<file path="src/rtl/div_pkg.sv">
// Shared types and defaults for the sequential restoring divider.
package div_pkg;

  localparam int DEF_DIVIDEND_W = 8;
  localparam int DEF_DIVISOR_W  = 4;
  localparam int DEF_CNT_W      = 4;

  // All-ones at any width once truncated to the quotient width.
  localparam logic [63:0] DBZ_QUOTIENT = '1;

  typedef enum logic [1:0] {
    IDLE   = 2'd0,
    RUN    = 2'd1,
    FINISH = 2'd2
  } state_t;

endpackage

</file>
<file path="src/rtl/sequential_divider_div_step.sv">
// One restoring-division iteration: shift in a dividend bit, trial-subtract the divisor.
import div_pkg::*;

module div_step #(
  parameter int DIVISOR_W = DEF_DIVISOR_W
) (
  input  logic [DIVISOR_W:0]   i_r,
  input  logic                 i_bit,
  input  logic [DIVISOR_W-1:0] i_d,
  output logic [DIVISOR_W:0]   o_r,
  output logic                 o_q
);

  logic [DIVISOR_W:0] w_t;
  logic [DIVISOR_W:0] w_diff;
  logic               w_unused_r_msb;

  // R stays below D between steps, so its top bit never carries into T.
  assign w_unused_r_msb = i_r[DIVISOR_W];

  assign w_t    = {i_r[DIVISOR_W-1:0], i_bit};
  assign w_diff = w_t - {1'b0, i_d};
  assign o_q    = (w_t >= {1'b0, i_d});
  assign o_r    = o_q ? w_diff : w_t;

endmodule

</file>
<file path="src/rtl/sequential_divider.sv">
// Multi-cycle unsigned restoring divider with start/done handshake.
//
//   state  | meaning
//   IDLE   | waiting for start, results held
//   RUN    | one quotient bit per clock, counter counting down
//   FINISH | Q/R final; published with a done pulse on the next edge
import div_pkg::*;

module sequential_divider #(
  parameter int DIVIDEND_W = DEF_DIVIDEND_W,
  parameter int DIVISOR_W  = DEF_DIVISOR_W,
  parameter int CNT_W      = DEF_CNT_W
) (
  input  logic                  clk,
  input  logic                  rst,
  input  logic                  start,
  input  logic [DIVIDEND_W-1:0] dividend,
  input  logic [DIVISOR_W-1:0]  divisor,
  output logic [DIVIDEND_W-1:0] quotient,
  output logic [DIVISOR_W-1:0]  remainder,
  output logic                  busy,
  output logic                  done,
  output logic                  div_by_zero
);

  state_t                r_state;
  logic [DIVIDEND_W-1:0] r_q;
  logic [DIVISOR_W-1:0]  r_d;
  logic [DIVISOR_W:0]    r_r;
  logic [CNT_W-1:0]      r_cnt;
  logic                  r_dbz_pend;

  logic                  w_accept;
  logic                  w_q_bit;
  logic [DIVISOR_W:0]    w_r_next;

  // The busy gate keeps a start in the last RUN-to-FINISH cycle from being taken.
  assign w_accept = start && (r_state != RUN) && !busy;

  div_step #(
    .DIVISOR_W (DIVISOR_W)
  ) u_div_step (
    .i_r   (r_r),
    .i_bit (r_q[DIVIDEND_W-1]),
    .i_d   (r_d),
    .o_r   (w_r_next),
    .o_q   (w_q_bit)
  );

  always_ff @(posedge clk) begin
    if (rst) begin
      r_state     <= IDLE;
      r_q         <= '0;
      r_d         <= '0;
      r_r         <= '0;
      r_cnt       <= '0;
      r_dbz_pend  <= 1'b0;
      quotient    <= '0;
      remainder   <= '0;
      busy        <= 1'b0;
      done        <= 1'b0;
      div_by_zero <= 1'b0;
    end else begin
      done <= 1'b0;
      busy <= (r_state == RUN);

      if (r_state == FINISH) begin
        quotient    <= r_q;
        remainder   <= r_r[DIVISOR_W-1:0];
        done        <= 1'b1;
        div_by_zero <= r_dbz_pend;
      end

      case (r_state)
        RUN: begin
          r_q   <= {r_q[DIVIDEND_W-2:0], w_q_bit};
          r_r   <= w_r_next;
          r_cnt <= r_cnt - 1'b1;
          if (r_cnt == CNT_W'(1)) begin
            r_state <= FINISH;
          end
        end
        default: r_state <= IDLE;
      endcase

      if (w_accept) begin
        r_d <= divisor;
        r_r <= '0;
        if (divisor == '0) begin
          r_q        <= DIVIDEND_W'(DBZ_QUOTIENT);
          r_cnt      <= '0;
          r_dbz_pend <= 1'b1;
          r_state    <= FINISH;
        end else begin
          r_q        <= dividend;
          r_cnt      <= CNT_W'(DIVIDEND_W);
          r_dbz_pend <= 1'b0;
          r_state    <= RUN;
          // A flag being published this same edge takes priority.
          if (r_state != FINISH) begin
            div_by_zero <= 1'b0;
          end
        end
      end
    end
  end

endmodule

</file>
<file path="config.mk">
export PLATFORM = sky130hd
export DESIGN_NAME = sequential_divider
export DESIGN_NICKNAME = d
export VERILOG_FILES = /design/src/rtl/div_pkg.sv /design/src/rtl/sequential_divider_div_step.sv /design/src/rtl/sequential_divider.sv
export SDC_FILE = /design/constraint.sdc
export NUM_CORES = 1
export LEC_CHECK = 0
export ABC_AREA = 1
export ABC_CLOCK_PERIOD_IN_PS = 1930
export CAP_MARGIN = 5
export CORE_MARGIN = 2
export CORE_UTILIZATION = 35
export DETAILED_ROUTE_END_ITERATION = 12
export PLACE_DENSITY = 0.56
export SETUP_SLACK_MARGIN = 0.2
export SYNTH_ARGS = -nofsm -noshare
export SYNTH_HDL_FRONTEND = slang
export SYNTH_SLANG_ARGS = --single-unit
</file>
<file path="constraint.sdc">
create_clock -name clk -period 1.93 [get_ports clk]
set_input_delay 0.386 -clock clk [delete_from_list [all_inputs] [get_ports clk]]
set_output_delay 0.386 -clock clk [all_outputs]
set_load 0.01 [all_outputs]
</file>
# Yosys cells after proc, flatten, opt, wreduce, memory -nomap -nowiden

Cells that the tools add are included.

Bits of input ports: 15
Flip-flop bits (word level): 38
Word-level logic and storage cells: 43
Output and inout port bits: 15

Reductions and logical operators: 6
Equal/unequal tests: 6
Add/subtract/negate cells: 2
Mux-type cells: 17
Magnitude comparators: 1

Operator list:

| kind                                              | count |
|---|---|
| 2-to-1 mux 8 bit                                  | 3 |
| 2-to-1 mux 4 bit                                  | 4 |
| 2-to-1 mux 2 bit                                  | 4 |
| 2-to-1 mux 1 bit                                  | 6 |
| >= comparator 5 x 4 -> 1 bit                      | 1 |
| == test 4 x 1 -> 1 bit (second input constant)    | 1 |
| logical NOT 4 bit                                 | 1 |
| subtractor 4 x 1 -> 4 bit (second input constant) | 1 |
| subtractor 4 bit                                  | 1 |
| != test 3 x 2 -> 1 bit (second input constant)    | 1 |
| == test 2 x 1 -> 1 bit (second input constant)    | 1 |
| == test 2 bit (second input constant)             | 1 |
| logical AND 1 bit                                 | 2 |
| != test 2 x 1 -> 1 bit (second input constant)    | 1 |
| != test 2 bit (second input constant)             | 1 |
| nonzero test 2 bit                                | 1 |
| OR reduction 2 bit                                | 1 |
| logical NOT 1 bit                                 | 1 |

# Longest topological paths before layout

Word-level depth: 5
Mapped depth: 12
Depth with buffers taken out: 12

# Cells and area by module

Synthesis repeated with hierarchy kept, for this count alone.

Cell total of the unflattened synthesis: 270
Area, all modules: 1891.8 sq um

By module, submodules not included:

| module             | area each (sq um) | cells each | sequential area each (sq um) | times used |
|---|---|---|---|---|
| sequential_divider | 1579.0            | 215        | 780.7                        | 1 |
| div_step           | 312.8             | 55         | 0.0                          | 1 |

# Worst setup path after synthesis

No wires, ideal clock.

Path kind: reg-to-reg
Start: register r_d[2]
End: register r_r[1]
Path buffers: 0
Setup time: 0.113 ns
Arrival time: 1.359 ns
Setup slack: 0.458 ns
Stages on the path, launching flop included: 11
Clock period less this slack: 1.472 ns
Data required time: 1.817 ns
Cells stage by stage: dfxtp_1 inv_1 ha_1 a21oi_1 nand2_1 nand2_1 nand2_2 nand2_1 nand2_1 o21ai_1 inv_1

Cells in the longest elaborated chain, start to end: 2

Ends and longest elaborated chain:

| element                      | line                              | RTL |
|---|---|---|
| start, declared              | sequential_divider.sv:28          | `logic [DIVISOR_W-1:0] r_d;` |
| start signal, assigned       | sequential_divider.sv:87          | `r_d <= divisor;` |
| >= comparator 5 x 4 -> 1 bit | sequential_divider_div_step.sv:23 | `assign o_q = (w_t >= {1'b0, i_d});` |
| 2-to-1 mux 4 bit             | sequential_divider_div_step.sv:24 | `assign o_r = o_q ? w_diff : w_t;` |
| end signal, assigned         | sequential_divider.sv:77          | `r_r <= w_r_next;` |
| end, declared                | sequential_divider.sv:29          | `logic [DIVISOR_W:0] r_r;` |

No other way between the ends.
A chain may end at the register's enable or synchronous reset.

# Worst setup path after layout

Start: register quotient[2]
End: output quotient[2]

RTL lines:

| element                | line                     | RTL |
|---|---|---|
| start, declared        | sequential_divider.sv:19 | `output logic [DIVIDEND_W-1:0] quotient,` |
| start signal, assigned | sequential_divider.sv:68 | `quotient <= r_q;` |

No word-level cell between the ends.

==> results.py <==
metrics = {
    "hold_path": {
        "min_to": "div_by_zero",
        "min_path_type": "flip-flop to flip-flop",
        "min-delay-start": "r_dbz_pend",
        "hold_path_depth": 2,
    },
    "global_routing": {
        "grt_pass1_wl_um": 6470,
        "grt_start_max_net_pins": 28,
        "grtUsageTotal_pct": 15.6,
        "antenna_found_initial": 0,
        "grt_overflow": 0,
        "grt_pass1_vias": 1402,
    },
    "routing": {
        "wl_per_cell_um": 11.6,
        "routed-via-count": 1494,
        "antenna_left": 0,
        "dr.pass1.iters": 4,
        "first_iter_violations": 59,
        "remaining_drc_errors": 0,
        "vias_per_cell": 4.68,
        "wl_um": 3690,
    },
    "floorplanning": {
        "num_rows": 25,
        "start_util_pct": 36.3,
        "io_pins": 30,
        "fp.dieH_um": 74.3,
        "die_w_um": 74.3,
        "core_mm2": 0.00475,
        "dieArea_mm2": 0.00551,
    },
    "final_layout": {
        "drive_gt1_share_pct": 12.3,
        "final_nets": 273,
        "final_core_util_pct": 46.1,
        "n_antenna_cell": 0,
        "syn_to_final_growth_pct": 26.9,
    },
    "power_and_ir_drop": {
        "p_seq_share_pct": 45.8,
        "combPwrFrac_pct": 26.3,
        "power_leakage_nw": 0.954,
        "clkPwrFrac_pct": 27.9,
        "p_sw_w": 0.000629,
        "p_sw_share_pct": 31.2,
        "p_int_w": 0.00139,
        "power_density_mw_per_mm2": 920,
        "ir_drop_mv": 0.446,
    },
    "timing": {
        "fin_skew_ps": 3.48,
        "setup_violations": 0,
        "finalHoldViolCount": 0,
        "drv_slew": 0,
        "slew_headroom_pct": 73.7,
        "tns_ps": 0,
        "tightest_slew_ps": 394,
        "fin_crit_ps": 1560,
        "period_share_pct": 80.7,
        "fmax_mhz": 642,
        "rsz0062_at_grt": "no",
    },
    "yosys": {
        "ys_warn_count": 0,
        "yosys.area.top_type": "dfxtp_1",
        "yosys.area.top_type_share_pct": 44.0,
        "ys_ff_latch": 38,
        "synthCells": 217,
        "ys_top_cells_by_area": "dfxtp_1 (44%), o21ai_0 (7.0%), nor2_1 (5.9%), inv_1 (5.6%), nand2_1 (5.4%)",
        "syn_area_mm2": 0.00173,
        "synth_edf_count": 0,
        "synth_area_per_cell_um2": 7.96,
        "yosys-top-cells-count": "dfxtp_1 (38), nor2_1 (27), inv_1 (26)",
        "ys_seq_area_share_pct": 44.0,
        "synth_cell_types": 31,
        "synth.most_common_cell": "dfxtp_1",
        "async_flop_share_pct": 0,
        "synthFlopType": "dfxtp_1",
        "synthesis.nets": 239,
    },
    "worst_setup_path": {
        "endpoint_kind": "output pin",
        "cp.required_ps": 1540,
        "critPathArrivalTime_ps": 1170,
        "cp_cell_sequence": "clkdlybuf4s50_1",
        "worstSetupStartpointType": "flip-flop",
        "cp_slowest_cell": "clkdlybuf4s50_1",
        "r2r_end": "r_r[1]",
        "crit_type": "flip-flop to output pin",
        "path_max_fanout": 2,
        "max_stage_delay_ps": 540,
        "reg2reg_from": "r_d[1]",
        "r2r_cells": 12,
        "crit_buf_inv": 1,
        "r2r_slack_ps": 370,
        "cp_top_family": "buffers and inverters",
    },
    "placement": {
        "hpwl_um": 2690,
        "place.gp.congestion": 0.769,
        "io_buffers": 29,
    },
    "clock_tree": {
        "clock-root-buffer": "clkbuf_8",
        "htreeDepth": 2,
        "ctsHoldBuffers": 0,
        "cts_tree": "built",
        "cts_max_path_buffers": 2,
        "clock-sinks": 38,
        "clk_pin_slew_ps": 70,
        "cts_made_buffers": 5,
        "clkLatencyLatePin_ps": 290,
    },
    "run_status": {
        "status": "finished clean",
    },
    "run": {
        "max-cap-violations": 0,
    },
}
## what timing repair did
item | 4_1_cts | 5_1_grt
hold endpoints to repair | 0 | 0
setup endpoints to repair | 0 | 4
gates resized for setup | 0 | 2
buffers inserted | 0 | 1
## cell usage in the layout (no fill, tap or decap), types with 2 or more instances in the layout
cell	instances
inv_1	26
nor2_8	2
o22ai_1	6
a21oi_1	15
ha_1	5
inv_2	6
a31oi_1	2
nand2_4	2
nor2_1	27
clkdlybuf4s50_1	29
nand2_1	25
dfxtp_1	38
buf_4	4
xor2_1	2
nor2_2	2
nand2_2	2
o21ai_0	24
nand3_1	9
a21oi_2	2
o21ai_1	5
a21o_1	3
clkbuf_8	6
## flip-flops by register name, summed over array words and instances, names as in the netlist
name,cells
quotient,8
r_q,8
r_cnt,4
r_d,4
r_r,4
remainder,4
r_state,2
busy,1
div_by_zero,1
done,1
r_dbz_pend,1
## how the worst max path moves through the flow
| stage | startpoint | endpoint | depth (start not counted) |
|---|---|---|---|
| floorplan | r_d[2] | r_r[1] | 10 |
| global placement | start | r_q[0] | 8 |
| detailed placement | start | r_q[0] | 8 |
| CTS | r_d[2] | r_r[1] | 10 |
| global route | r_q[7] | r_r[1] | 12 |
| finish | quotient[2] | quotient[2] | 1 |
## kinds of logic after synthesis
group	count (synthesis)	share of synthesized area [%]
AO/OA/AOI/OAI	60	19.3
AND/OR/NAND/NOR	71	19.9
flip-flops	38	44.0
buffers and inverters	39	10.2
adder cells (fa/ha/maj)	7	5.50
XOR/XNOR	2	1.01
## final cells by class
cell class                      count  area (µm²)
Tap cell                           67        83.8
Multi-Input combinational cell    140         807
Timing Repair Buffer               33         320
Inverter                           33         129
Sequential cell                    38         761
Fill cell                         517        2560
Clock inverter                      1        5.00
Clock buffer                        7        86.3
## power by group through the flow
| stage | Sequential, W | Combinational (W) | Clock [W] |
|---|---|---|---|
| after global routing | 0.000936 | 0.000613 | 0.000612 |
| after detailed placement | 0.000941 | 0.000522 | 0 |
| after floorplan | 0.000943 | 0.000358 | 0 |
| final | 0.000925 | 0.000530 | 0.000562 |
| after global placement | 0.000942 | 0.000516 | 0 |
| after CTS | 0.000924 | 0.000525 | 0.000579 |
## metal layers
layer  part of all wire [%]  GRT usage [%]  wire length [µm]  up-vias
li1                       -              -                 -      777
met1                     49           20.8              1810      680
met2                     45           24.0              1670       29
met3                    3.4           3.66               127        8
met4                    2.4           7.14                88        0
met5                      0              0                 0        -
## stage by stage
step                setup slack (ps)  power [W]  area, µm²  hold slack [ps]  cells
floorplan                        458    0.00130       1730              429    217
global placement                 183    0.00146       2080              456    310
detailed placement               145    0.00146       2080              463    310
CTS                              278    0.00203       2170              479    318
global route                     208    0.00216       2190              528    319
finish                           373    0.00202       2190              482    319
Power figures use the tool's default switching activity.
